File: config.mk
export PLATFORM = sky130hd
export DESIGN_NAME = adder_job_sched
export DESIGN_NICKNAME = d
export VERILOG_FILES = /design/src/rtl/adder_sched_pkg.sv /design/src/rtl/rr_arb2.sv /design/src/rtl/adder_job_sched.sv
export SDC_FILE = /design/constraint.sdc
export NUM_CORES = 1
export LEC_CHECK = 0
export BUFFER_PORTS_ARGS = -buffer_cell sky130_fd_sc_hd__buf_2
export CORE_UTILIZATION = 51
export DETAILED_ROUTE_END_ITERATION = 8
export PLACE_DENSITY = 0.95
export SLEW_MARGIN = 0
export SYNTH_ARGS = -nofsm -noshare
export SYNTH_HDL_FRONTEND = slang
export SYNTH_SLANG_ARGS = --single-unit
File: constraint.sdc
create_clock -name m1_axi_aclk -period 3.9 [get_ports m1_axi_aclk]
set_input_delay 0.195 -clock m1_axi_aclk [delete_from_list [all_inputs] [get_ports m1_axi_aclk]]
set_output_delay 0.195 -clock m1_axi_aclk [all_outputs]
set_load 0.02 [all_outputs]
File: src/rtl/adder_sched_pkg.sv
// Shared definitions for the two-requester adder job scheduler.
//   - Register map of the AXI-Lite adder slave (byte offsets).
//   - AXI OKAY response code.
//   - Scheduler FSM state encoding.
//   - Default per-phase timeout in clock cycles.
package adder_sched_pkg;

    localparam int unsigned RegOpA = 'h00;
    localparam int unsigned RegOpB = 'h04;
    localparam int unsigned RegSum = 'h08;
    localparam int unsigned RegOvf = 'h0C;

    localparam int unsigned RespOkay = 0;

    localparam int unsigned DefaultTimeout = 64;

    typedef enum logic [2:0] {
        StIdle,
        StWrA,
        StWbA,
        StWrB,
        StWbB,
        StRdSum,
        StRdOvf,
        StResp
    } sched_state_e;

endpackage

File: src/rtl/rr_arb2.sv
// Two-way round-robin arbiter.
//   clk_i  : clock, rising edge
//   rst_i  : synchronous active-high reset; requester 0 wins the first tie
//   en_i   : arbitration enable; no grant is issued while low
//   req_i  : request vector
//   gnt_o  : one-hot grant (combinational); the pointer advances on any grant
module rr_arb2 (
    input  logic       clk_i,
    input  logic       rst_i,
    input  logic       en_i,
    input  logic [1:0] req_i,
    output logic [1:0] gnt_o
);

    // Index of the most recently granted requester.
    logic last_q;

    always_comb begin
        gnt_o = 2'b00;
        if (en_i) begin
            if (req_i == 2'b11) begin
                gnt_o = last_q ? 2'b01 : 2'b10;
            end else begin
                gnt_o = req_i;
            end
        end
    end

    always_ff @(posedge clk_i) begin
        if (rst_i) begin
            last_q <= 1'b1;
        end else if (gnt_o != 2'b00) begin
            last_q <= gnt_o[1];
        end
    end

endmodule

File: src/rtl/adder_job_sched.sv
// Round-robin job scheduler for a single AXI-Lite adder slave.
// A granted job writes operand A (0x00) and B (0x04), reads the sum (0x08) and
// the carry flag (0x0C bit 0), then presents the result until accepted.
//   m1_axi_aclk / m1_axi_areset : clock and synchronous active-high reset
//   req_valid/req_ready/req_opa/req_opb : two requesters, one-cycle grant pulse
//   rsp_*                        : result channel (id, sum, carry, error)
//   m1_axi_aw*/w*/b*/ar*/r*      : AXI-Lite master towards the adder
module adder_job_sched
    import adder_sched_pkg::*;
#(
    parameter int unsigned DATA_WIDTH = 32,
    parameter int unsigned ADDR_WIDTH = 8,
    parameter int unsigned RESP_WIDTH = 3,
    parameter int unsigned TIMEOUT    = DefaultTimeout
) (
    input  logic                    m1_axi_aclk,
    input  logic                    m1_axi_areset,
    input  logic [1:0]              req_valid,
    output logic [1:0]              req_ready,
    input  logic [2*DATA_WIDTH-1:0] req_opa,
    input  logic [2*DATA_WIDTH-1:0] req_opb,
    output logic                    rsp_valid,
    input  logic                    rsp_ready,
    output logic                    rsp_id,
    output logic [DATA_WIDTH-1:0]   rsp_sum,
    output logic                    rsp_ovf,
    output logic                    rsp_err,
    output logic [ADDR_WIDTH-1:0]   m1_axi_awaddr,
    output logic                    m1_axi_awvalid,
    input  logic                    m1_axi_awready,
    output logic [DATA_WIDTH-1:0]   m1_axi_wdata,
    output logic [DATA_WIDTH/8:0]   m1_axi_wstrb,
    output logic                    m1_axi_wvalid,
    input  logic                    m1_axi_wready,
    input  logic [RESP_WIDTH-1:0]   m1_axi_bresp,
    input  logic                    m1_axi_bvalid,
    output logic                    m1_axi_bready,
    output logic [ADDR_WIDTH-1:0]   m1_axi_araddr,
    output logic                    m1_axi_arvalid,
    input  logic                    m1_axi_arready,
    input  logic [DATA_WIDTH-1:0]   m1_axi_rdata,
    input  logic [RESP_WIDTH-1:0]   m1_axi_rresp,
    input  logic                    m1_axi_rvalid,
    output logic                    m1_axi_rready
);

    localparam int unsigned CntW = $clog2(TIMEOUT + 1);

    sched_state_e state_q, state_d;
    logic [CntW-1:0] cnt_q, cnt_d;
    logic id_q, id_d;
    logic [DATA_WIDTH-1:0] opb_q, opb_d, wdata_q, wdata_d, sum_q, sum_d;
    logic [ADDR_WIDTH-1:0] awaddr_q, awaddr_d, araddr_q, araddr_d;
    logic awvalid_q, awvalid_d, bready_q, bready_d;
    logic arvalid_q, arvalid_d, rready_q, rready_d;
    logic [1:0] req_ready_q, req_ready_d;
    logic rsp_valid_q, rsp_valid_d, ovf_q, ovf_d, err_q, err_d;

    logic arb_en, phase_expired, abort;
    logic [1:0] arb_gnt;

    // Grants are only taken in IDLE, so the pointer moves exactly once per job.
    assign arb_en = (state_q == StIdle);

    rr_arb2 u_arb (
        .clk_i (m1_axi_aclk),
        .rst_i (m1_axi_areset),
        .en_i  (arb_en),
        .req_i (req_valid),
        .gnt_o (arb_gnt)
    );

    assign phase_expired = (cnt_q == CntW'(TIMEOUT - 1));

    always_comb begin
        state_d     = state_q;
        cnt_d       = phase_expired ? cnt_q : cnt_q + CntW'(1);
        id_d        = id_q;
        opb_d       = opb_q;
        awaddr_d    = awaddr_q;
        wdata_d     = wdata_q;
        awvalid_d   = awvalid_q;
        bready_d    = bready_q;
        araddr_d    = araddr_q;
        arvalid_d   = arvalid_q;
        rready_d    = rready_q;
        req_ready_d = 2'b00;
        rsp_valid_d = rsp_valid_q;
        sum_d       = sum_q;
        ovf_d       = ovf_q;
        err_d       = err_q;
        abort       = 1'b0;

        unique case (state_q)
            StIdle: begin
                if (arb_gnt != 2'b00) begin
                    req_ready_d = arb_gnt;
                    id_d        = arb_gnt[1];
                    wdata_d     = arb_gnt[1] ? req_opa[DATA_WIDTH +: DATA_WIDTH]
                                             : req_opa[0 +: DATA_WIDTH];
                    opb_d       = arb_gnt[1] ? req_opb[DATA_WIDTH +: DATA_WIDTH]
                                             : req_opb[0 +: DATA_WIDTH];
                    awaddr_d    = ADDR_WIDTH'(RegOpA);
                    awvalid_d   = 1'b1;
                    bready_d    = 1'b1;
                    sum_d       = '0;
                    ovf_d       = 1'b0;
                    err_d       = 1'b0;
                    state_d     = StWrA;
                end
            end
            StWrA, StWrB: begin
                // Address and data are only released together.
                if (m1_axi_awready && m1_axi_wready) begin
                    awvalid_d = 1'b0;
                    state_d   = (state_q == StWrA) ? StWbA : StWbB;
                end else if (phase_expired) begin
                    abort = 1'b1;
                end
            end
            StWbA, StWbB: begin
                if (m1_axi_bvalid) begin
                    bready_d = 1'b0;
                    if (m1_axi_bresp != RESP_WIDTH'(RespOkay)) begin
                        err_d = 1'b1;
                    end
                    if (state_q == StWbA) begin
                        awaddr_d  = ADDR_WIDTH'(RegOpB);
                        wdata_d   = opb_q;
                        awvalid_d = 1'b1;
                        bready_d  = 1'b1;
                        state_d   = StWrB;
                    end else begin
                        araddr_d  = ADDR_WIDTH'(RegSum);
                        arvalid_d = 1'b1;
                        rready_d  = 1'b1;
                        state_d   = StRdSum;
                    end
                end else if (phase_expired) begin
                    abort = 1'b1;
                end
            end
            StRdSum, StRdOvf: begin
                // Drop arvalid once the address is taken; rready stays up for the data.
                if (arvalid_q && m1_axi_arready) begin
                    arvalid_d = 1'b0;
                end
                if (m1_axi_rvalid) begin
                    arvalid_d = 1'b0;
                    rready_d  = 1'b0;
                    if (m1_axi_rresp != RESP_WIDTH'(RespOkay)) begin
                        err_d = 1'b1;
                    end
                    if (state_q == StRdSum) begin
                        sum_d     = m1_axi_rdata;
                        araddr_d  = ADDR_WIDTH'(RegOvf);
                        arvalid_d = 1'b1;
                        rready_d  = 1'b1;
                        state_d   = StRdOvf;
                    end else begin
                        ovf_d       = m1_axi_rdata[0];
                        rsp_valid_d = 1'b1;
                        state_d     = StResp;
                    end
                end else if (phase_expired) begin
                    abort = 1'b1;
                end
            end
            StResp: begin
                if (rsp_ready) begin
                    rsp_valid_d = 1'b0;
                    state_d     = StIdle;
                end
            end
            default: state_d = StIdle;
        endcase

        // A stalled phase ends the job with an error and a zeroed result.
        if (abort) begin
            awvalid_d   = 1'b0;
            bready_d    = 1'b0;
            arvalid_d   = 1'b0;
            rready_d    = 1'b0;
            err_d       = 1'b1;
            sum_d       = '0;
            ovf_d       = 1'b0;
            rsp_valid_d = 1'b1;
            state_d     = StResp;
        end

        if (state_d != state_q) begin
            cnt_d = '0;
        end
    end

    always_ff @(posedge m1_axi_aclk) begin
        if (m1_axi_areset) begin
            state_q     <= StIdle;
            cnt_q       <= '0;
            id_q        <= 1'b0;
            opb_q       <= '0;
            awaddr_q    <= '0;
            wdata_q     <= '0;
            awvalid_q   <= 1'b0;
            bready_q    <= 1'b0;
            araddr_q    <= '0;
            arvalid_q   <= 1'b0;
            rready_q    <= 1'b0;
            req_ready_q <= 2'b00;
            rsp_valid_q <= 1'b0;
            sum_q       <= '0;
            ovf_q       <= 1'b0;
            err_q       <= 1'b0;
        end else begin
            state_q     <= state_d;
            cnt_q       <= cnt_d;
            id_q        <= id_d;
            opb_q       <= opb_d;
            awaddr_q    <= awaddr_d;
            wdata_q     <= wdata_d;
            awvalid_q   <= awvalid_d;
            bready_q    <= bready_d;
            araddr_q    <= araddr_d;
            arvalid_q   <= arvalid_d;
            rready_q    <= rready_d;
            req_ready_q <= req_ready_d;
            rsp_valid_q <= rsp_valid_d;
            sum_q       <= sum_d;
            ovf_q       <= ovf_d;
            err_q       <= err_d;
        end
    end

    assign req_ready      = req_ready_q;
    assign rsp_valid      = rsp_valid_q;
    assign rsp_id         = id_q;
    assign rsp_sum        = sum_q;
    assign rsp_ovf        = ovf_q;
    assign rsp_err        = err_q;
    assign m1_axi_awaddr  = awaddr_q;
    assign m1_axi_awvalid = awvalid_q;
    assign m1_axi_wdata   = wdata_q;
    assign m1_axi_wstrb   = '1;
    assign m1_axi_wvalid  = awvalid_q;
    assign m1_axi_bready  = bready_q;
    assign m1_axi_araddr  = araddr_q;
    assign m1_axi_arvalid = arvalid_q;
    assign m1_axi_rready  = rready_q;

endmodule

==> impl_metrics.yaml, run 1 <==
die:
  pin_count: 272
  start_util_pct: 52.86
  die_y_um: 108.7
  die_area_um2: 11810
  die_w_um: 108.7
  num_rows: 38
  core_area_um2: 10980
cts:
  numCtsBuffers: 17
  cts_tree: "built"
  h-tree-depth: 4
  cts_sinks: 120
  cts_hold_buffers: 0
  clk-insertion-delay-late_ns: 0.40
  postCtsSetupBuffers: 0
  post_cts_resized: 0
  cts_root_buffer: "clkbuf_16"
  path_clk_slew_ns: 0.06
  clockBufferDepth: 2
setup_path:
  path_class: "flop to flop"
  cp_num_buf_inv: 0
  worstPathCellList: "nor3_4 > nand3_4 > mux2_2 > a222oi_1 > nor2_1"
  cp.required_ns: 4.15
  end_kind: "flop"
  critical-path-top-delay-family: "simple AND/OR/NAND/NOR gates"
  max_stage_delay_ns: 0.74
  cp-start-kind: "flop"
  arrival_ns: 3.19
  critPathMaxFanout: 61
  worst_path_max_delay_cell: "nand3_4"
detailed_routing:
  drtAntennaViolNets: 0
  wl_per_cell_um: 15.93
  viasPerCell: 5.601
  drt-total-wl_mm: 16.06
  dr.pass1.iters: 9
  initialDrtViolationCount: 581
  post-route-drc-count: 0
  vias: 5646
synth:
  synthTopCellsByArea: "dfxtp_1 (41%), mux2_2 (5.8%), mux2i_1 (5.7%)"
  ys_ff_latch: 120
  synth_area_um2: 5806
  yosys_warnings: 0
  synth_top_area_cell: "dfxtp_1"
  async_flop_share_pct: 0
  synth_ff_type: "dfxtp_1"
  yosys.cell_types.count: 59
  seq_area_frac_synth_pct: 41.38
  syn_inst: 629
  synth_top_area_share_pct: 41.38
  synth_edf_count: 0
  synth_common_cells: "dfxtp_1 (120), nor2_1 (81), nand2_1 (54)"
  yosysMostFrequentCell: "dfxtp_1"
  avgSynthCellArea_um2: 9.230
sta:
  setup_viol: 0
  relSlewSlack_pct: 22.67
  fmax_mhz: 340.6
  hold_viol: 0
  period_needed_ns: 2.936
  rsz0062_at_grt: "no"
  fin_crit_sh_pct: 75.28
  finClkSkew_ns: 0.01129
  worst_pin_slew_ns: 1.160
  tns_ns: 0
  drv_slew: 0
cells_and_area:
  nets: 1032
  multi_input_area_um2: 3057
  final_util_pct: 69.15
  num_antenna_cells: 0
  area_growth_pct: 30.82
  design_area_um2: 7595
  seqCellArea_um2: 2402
  drive_gt1_share_pct: 42.74
  fillCellCount: 832
global_route:
  gr-total-overflow: 0
  grt_max_degree: 79
  grt_pass1_wl_mm: 24.52
  antenna_found_initial: 1
  first_global_vias: 5216
  grtUsageTotal_pct: 26.49
pwr:
  power_density_nw_per_um2: 511.3
  ir_worst_vdd_v: 0.0003093
  internal-power_mw: 2.707
  clkPwrFrac_pct: 41.1
  seqPwrFrac_pct: 37.0
  switchingPower_mw: 1.176
  comb_power_share_pct: 21.9
  switching_share_pct: 30.28
  p_leak_nw: 3.484
place:
  portBuffers: 253
  placed_area_um2: 6990
  hpwl_mm: 11.22
  gp_congestion: 0.9199
run:
  max_cap_violations: 0
hold_path:
  hp-class: "primary input to flop"
outcome:
  status: "finished, final reports clean"
-- power groups by stage --
stage,clock network (mW),logic (mW),registers (mW)
2_1_floorplan,0,0.557,1.50
3_3_place_gp,0,0.826,1.45
3_5_place_dp,0,0.847,1.46
4_1_cts,1.62,0.853,1.44
5_1_grt,1.67,0.927,1.45
6_report,1.59,0.850,1.44
-- routing by layer --
| metal | routed length [um] | share of wire, % | GRT usage [%] |
|---|---|---|---|
| met5 | 0 | 0 | 0 |
| met4 | 201 | 1.3 | 9.556 |
| met3 | 1314 | 8.2 | 6.515 |
| met2 | 8162 | 51 | 46.70 |
| met1 | 6383 | 40 | 31.04 |
-- kinds of logic after synthesis --
family / Yosys count / share of synthesized area (%)
AND/OR/NAND/NOR: 209 / 16.57
AO/OA/AOI/OAI: 151 / 21.40
flip-flops: 120 / 41.38
buffers and inverters: 75 / 7.371
multiplexers: 66 / 12.16
XOR/XNOR: 4 / 0.6036
adder cells (fa/ha/maj): 2 / 0.3879
other: 2 / 0.1294
-- worst paths after layout --
path,from,cells past startpoint,slack (ns),end
max,state_q[0],5,0.96,m1_axi_wdata[26]
min,m1_axi_rdata[1],3,0.06,rsp_sum[1]
max reg2reg,state_q[0],5,0.96,m1_axi_wdata[26]
min reg2reg,cnt_q[6],2,0.43,cnt_q[6]
-- cell usage in the layout (no fill, tap or decap), drive strengths merged, types with 5 or more instances in the layout --
cell,count
buf,264
inv,5
mux2i,33
nor2,84
conb,18
clkinvlp,5
nand2b,6
nor2b,8
nor3,9
a31oi,7
a211oi,38
mux2,33
a21oi,42
o21ai,9
a222oi,32
clkbuf,19
nand2,54
nand3,35
dfxtp,120
-- worst min-delay path, cell delays in order --
cell and delay [ns]:
buf_2 0.10, nand3_1 0.05, a21oi_1 0.06
-- state kept, by name (all words and copies together), names as in the netlist, 2 cells and up --
name,count
cnt_q,7
m1_axi_araddr,2
m1_axi_wdata,32
opb_q,32
req_ready,2
rsp_sum,32
state_q,3
-- final cells by class --
type	instances	share of cell area, %
inverters	2	0.09885
repair buffers	264	17.76
flip-flops and latches	120	31.63
multi-input cells	450	40.25
well taps	140	2.306
clock buffers	19	5.700
clock inverters	13	2.257
-- stage by stage --
stage | std cells | total power [mW] | setup slack (ns) | hold WS (ns)
detailed placement | 976 | 2.307 | 0.9904 | 0.4296
finish | 1008 | 3.883 | 0.9639 | 0.06380
global route | 1008 | 4.051 | 0.7591 | 0.05229
global placement | 976 | 2.281 | 1.120 | 0.4186
floorplan | 645 | 2.058 | 2.063 | 0.3425
CTS | 1008 | 3.904 | 1.002 | 0.04407
No activity file was read; power rests on OpenSTA's default activity.
==> run 2, diff against run 1 <==
Settings changed: CORE_UTILIZATION 51 to 42, PLACE_DENSITY 0.95 to 0.87.
Clock period 3.9 ns to 2.65 ns, I/O delays scaled along.
==> run 2 against run 1 <==
  * Sequential share of layout area fell by 1.6 points
  * Critical path depth stayed put
  * Clock power increased by 53%
  * Register-to-register slack lost 0.53 ns
  * Combinational power grew 54%
  * Worst hold slack worse by 0.042 ns
  * Non-clock buffer count grew 27
  * Count of clock-buffer cells in the layout up 1
  * Sequential power up 46%
  * Sequential cell count stayed put
  * Largest cell class unchanged
==> impl_metrics.yaml, run 2 (synthesis results as in run 1) <==
outcome:
  status: "finished, final reports clean"
die:
  num_rows: 42
  die_y_um: 119.6
  core_area_um2: 13350
  pin_count: 272
  die_w_um: 119.6
  start_util_pct: 43.49
  die_area_um2: 14300
detailed_routing:
  wl_per_cell_um: 15.72
  dr.pass1.iters: 7
  drt-total-wl_mm: 16.83
  initialDrtViolationCount: 390
  drtAntennaViolNets: 0
  post-route-drc-count: 0
  vias: 5776
  viasPerCell: 5.393
cells_and_area:
  fillCellCount: 1120
  drive_gt1_share_pct: 41.90
  layout_commonest_cell: "buf_2"
  nets: 1059
  final_util_pct: 59.87
  area_growth_pct: 37.65
  num_antenna_cells: 0
  mostFrequentLayoutCells: "buf_2 (253), dfxtp_1 (120), nor2_1 (81), nand2_1 (54), a211oi_1 (38)"
pwr:
  comb_power_share_pct: 22.3
  seqPwrFrac_pct: 36.0
  switchingPower_mw: 1.692
  internal-power_mw: 4.155
  switching_share_pct: 28.94
  clkPwrFrac_pct: 41.7
  power_density_nw_per_um2: 731.7
  ir_worst_vdd_v: 0.0004852
  fin_total_pwr_mw: 5.848
  p_leak_nw: 3.644
global_route:
  grt_pass1_wl_mm: 26.21
  antenna_found_initial: 0
  grtUsageTotal_pct: 23.16
  grt_max_degree: 98
  first_global_vias: 5436
  gr-total-overflow: 0
cts:
  cts_sinks: 120
  numCtsBuffers: 17
  clockBufferDepth: 2
  cts_tree: "built"
  path_clk_slew_ns: 0.06
  cts_root_buffer: "clkbuf_16"
  h-tree-depth: 4
  clk-insertion-delay-late_ns: 0.40
sta:
  relSlewSlack_pct: 56.06
  fin_crit_sh_pct: 83.72
  setup_viol: 0
  finClkSkew_ns: 0.006312
  rsz0062_at_grt: "no"
  fmax_mhz: 450.7
  period_needed_ns: 2.219
  hold_viol: 0
  worst_pin_slew_ns: 0.6590
  fin_ws_ns: 0.4313
  tns_ns: 0
  drv_slew: 0
setup_path:
  arrival_ns: 2.53
  timing.rr.start: "state_q[0]"
  cp-start-kind: "flop"
  path_class: "flop to flop"
  worstReg2RegEnd: "state_q[0]"
  r2r_slack_ns: 0.43
  critPathMaxFanout: 14
  r2r_cells: 5
  end_kind: "flop"
  cp.required_ns: 2.96
place:
  gp_congestion: 0.8776
  portBuffers: 253
  place_ws_ns: 0.4787
  hpwl_mm: 11.55
hold_path:
  min_path_cells: 3
  min-delay-start: "m1_axi_rdata[26]"
  hp-class: "primary input to flop"
  whs_endpoint: "rsp_sum[26]"
run:
  max_cap_violations: 0
==> run 2: cell count changes in the layout (fill, tap and decap cells not counted), moves of 2 or more <==
| cell | change |
|---|---|
| dlygate4sd3_1 | +24 |
| buf_12 | +5 |
| clkinv_2 | +3 |
| inv_6 | -3 |
| buf_4 | -2 |
| clkbuf_8 | +2 |
==> run 2: layout make-up <==
class | count | area, um^2 | share of cell area [%]
Multi-Input combinational cell | 450 | 3057 | 38.25
Sequential cell | 120 | 2402 | 30.06
Timing Repair Buffer | 291 | 1674 | 20.95
Clock buffer | 20 | 456.7 | 5.715
Tap cell | 176 | 220.2 | 2.756
Clock inverter | 12 | 173.9 | 2.176
Inverter | 2 | 7.507 | 0.09394
==> run 2: layer usage <==
metal	up-vias	share of wire, %	GRT usage, %	wire [um]
met5	-	0	0	0
met2	296	51	41.80	8556
met1	2687	38	25.15	6457
met3	24	8.9	7.652	1497
li1	2769	-	-	-
met4	0	1.9	8.047	322
==> run 2: worst max path at each step <==
| stage | endpoint | slack [ns] | from | cells after the start |
|---|---|---|---|---|
| after floorplan | rsp_ovf | 0.81 | state_q[1] | 6 |
| after global placement | rsp_ovf | 0.54 | state_q[0] | 6 |
| after detailed placement | m1_axi_awvalid | 0.48 | state_q[0] | 6 |
| after CTS | state_q[0] | 0.47 | state_q[0] | 5 |
| after global routing | state_q[0] | 0.32 | state_q[0] | 5 |
| final | state_q[0] | 0.43 | state_q[0] | 5 |
==> run 2: stage by stage <==
stage	instance area, um^2	hold WS (ns)	cells
global placement	7121	0.3952	1015
global route	7991	0.004800	1071
finish	7991	0.02212	1071
floorplan	5866	0.2800	645
CTS	7991	0.001416	1071
detailed placement	7121	0.3989	1015
==> run 2: critical path: stages, from the launching register on <==
cell	delay (ns)
dfxtp_1	0.64
buf_4	0.30
nor3b_1	0.37
o311ai_2	0.25
or2_2	0.38
a31oi_1	0.19
==> run 2: what timing repair did <==
action,CTS,global route
resized for setup,0,0
hold buffers,24,0
setup buffers,0,0
endpoints found under the hold margin,25,0
endpoints found under the setup margin,0,0
==> run 2: power groups by stage <==
stage                     clock network, mW  logic [mW]  registers (mW)
after global routing                   2.57        1.42            2.12
final                                  2.44        1.31            2.10
after CTS                              2.48        1.31            2.10
after detailed placement                  0        1.28            2.14
after global placement                    0        1.25            2.13
after floorplan                           0       0.820            2.21
==> run 3, diff against run 2 <==
Settings changed: ABC_AREA set to 1.
Clock period 2.65 ns to 1.9 ns, I/O delays scaled along.
==> run 3 against run 2 <==
  * Worst hold slack improved by 0.0030 ns
  * Via count increased by 23%
  * Sequential cell count unchanged
  * Area after synthesis about the same
  * Clock power increased by 27%
  * Wire length increased by 25%
  * Global-route usage increased by 5.8 points
  * Synthesized cell count increased by 30%
  * Critical path depth increased by 4
  * Fmax increased by 22%
  * Non-clock buffer count increased by 88
  * Critical path type unchanged
  * Cell count increased by 26%
==> impl_metrics.yaml, run 3 <==
outcome:
  status: "finished, final reports clean"
detailed_routing:
  wl_per_cell_um: 15.70
  drtAntennaViolNets: 0
  dr.pass1.iters: 7
  post-route-drc-count: 0
  vias: 7103
  viasPerCell: 5.281
  drt-total-wl_mm: 21.12
  initialDrtViolationCount: 582
synth:
  synthMuxAreaShare_pct: 0
  syn_inst: 819
  yosys.cell_types.count: 34
  ys_ff_latch: 120
  yosysMostFrequentCell: "nand2_1"
  yosys_warnings: 0
  synth_xor_area_share_pct: 0.4525
  synth_compound_area_share_pct: 18.70
  seq_area_frac_synth_pct: 41.37
  synth_edf_count: 0
  synth_fa_ha_area_share_pct: 0.2155
  synthSimpleGateAreaFrac_pct: 29.20
  synth_top_area_cell: "dfxtp_1"
  avgSynthCellArea_um2: 7.090
  async_flop_share_pct: 0
  synth_ff_type: "dfxtp_1"
  synth_top_family_by_area: "simple AND/OR/NAND/NOR gates"
  synthTopCellsByArea: "dfxtp_1 (41%), nand2_1 (15%), a21oi_1 (6.7%)"
  synth_top_area_share_pct: 41.37
  synth_common_cells: "nand2_1 (235), dfxtp_1 (120), nor2_1 (82)"
  synth_area_um2: 5807
setup_path:
  path_class: "flop to flop"
  end_kind: "flop"
  critPathMaxFanout: 34
  arrival_ns: 2.16
  cp_common_cell: "nor2_4"
  cp.required_ns: 2.25
  worstPathCellList: "nor2_4 > nand2_4 > nor2_4 > buf_4 > buf_12 > nor2_1 > o31ai_1 > nand2_1 > a21oi_2"
  cp-start-kind: "flop"
  max_stage_delay_ns: 0.35
  worst_path_max_delay_cell: "dfxtp_2"
cts:
  cts_root_buffer: "clkbuf_16"
  clockBufferDepth: 2
  clk-insertion-delay-late_ns: 0.41
  h-tree-depth: 4
  numCtsBuffers: 17
  path_clk_slew_ns: 0.06
  cts_sinks: 120
  cts_tree: "built"
cells_and_area:
  multi_input_area_um2: 2939
  drive_gt1_share_pct: 29.68
  area_growth_pct: 52.57
  seqCellArea_um2: 2405
  final_util_pct: 66.38
  layout.cells.non_filler: 1345
  design_area_um2: 8860
  mostFrequentLayoutCells: "buf_2 (253), nand2_1 (233), dfxtp_1 (118), dlygate4sd3_1 (96), nor2_1 (79)"
  num_antenna_cells: 0
  nets: 1333
  layout_commonest_cell: "buf_2"
  fillCellCount: 980
die:
  start_util_pct: 43.50
  core_area_um2: 13350
  pin_count: 272
  die_y_um: 119.6
  die_area_um2: 14300
  die_w_um: 119.6
  num_rows: 42
sta:
  fin_crit_sh_pct: 95.73
  setup_viol: 0
  drv_slew: 0
  period_needed_ns: 1.819
  hold_viol: 0
  worst_hold_slack_ns: 0.02513
  fmax_mhz: 549.8
  finClkSkew_ns: 0.007450
place:
  portBuffers: 253
  gp_congestion: 0.9199
  dp_cells: 1214
  hpwl_mm: 11.91
  placed_area_um2: 7218
global_route:
  grtUsageTotal_pct: 28.93
  antenna_found_initial: 0
  grt_pass1_wl_mm: 32.89
  gr-total-overflow: 0
  grt_max_degree: 67
  first_global_vias: 6777
pwr:
  p_leak_nw: 4.107
  fin_total_pwr_mw: 8.704
  ir_worst_vdd_v: 0.0006434
  power_density_nw_per_um2: 982.4
run:
  max_cap_violations: 0
hold_path:
  hp-class: "primary input to flop"
-- run 3: final timing paths --
check / startpoint / endpoint / slack (ns) / cells past startpoint
setup reg to reg: state_q[1] / m1_axi_wdata[27] / 0.08 / 9
hold reg to reg: rsp_sum[13] / rsp_sum[13] / 0.46 / 2
setup / recovery: state_q[1] / m1_axi_wdata[27] / 0.08 / 9
hold / removal: m1_axi_arready / m1_axi_arvalid / 0.03 / 4
-- run 3: timing repair --
action                                  in CTS  in global routing
gates resized for setup                      1                 19
endpoints found under the setup margin       1                 74
pin swaps                                    0                  2
hold buffers                                96                  0
endpoints found under the hold margin       64                  0
setup buffers                                0                  2
cloned                                       0                  1
-- run 3: metrics by stage --
| step | TNS, ns | setup slack [ns] |
|---|---|---|
| 3_3_place_gp | 0 | 0.09349 |
| 4_1_cts | 0 | 0.02760 |
| 6_report | 0 | 0.08116 |
| 2_1_floorplan | 0 | 0.2540 |
| 5_1_grt | -0.02888 | -0.01049 |
| 3_5_place_dp | 0 | 0.03019 |
-- run 3: layout make-up --
class / count / area share, %
inverters: 38 / 1.695
well taps: 176 / 2.486
flip-flops and latches: 120 / 27.14
multi-input cells: 600 / 33.17
clock inverters: 13 / 1.469
repair buffers: 379 / 29.04
clock buffers: 19 / 4.999
-- run 3: routing by layer --
layer | GRT usage (%) | part of all wire (%) | vias up
met5 | 0 | 0 | -
li1 | - | - | 3352
met4 | 15.16 | 3.4 | 0
met2 | 49.10 | 48 | 463
met1 | 33.31 | 39 | 3216
met3 | 7.510 | 9.7 | 72
-- run 3: kinds of logic (layout without fill, tap and decap cells) --
logic type      after synthesis  after routing
flops                       120            120
fa+ha+maj                     1              1
xor+xnor                      3              3
other cells                   2             18
buf+inv                     115            449
compound gates              189            189
simple gates                389            389
-- run 3: critical path, delay by kind of cell (launching register included) --
kind | cells | cell delay [ns]
AO/OA/AOI/OAI | 2 | 0.46
buffers and inverters | 2 | 0.32
flip-flops | 1 | 0.35
AND/OR/NAND/NOR | 5 | 0.62
-- run 3: power breakdown --
| part | leakage (nW) | internal [mW] | switching, mW |
|---|---|---|---|
| logic | 2.85 | 1.05 | 1.54 |
| clock network | 0.278 | 1.95 | 1.16 |
| registers | 0.983 | 2.83 | 0.181 |
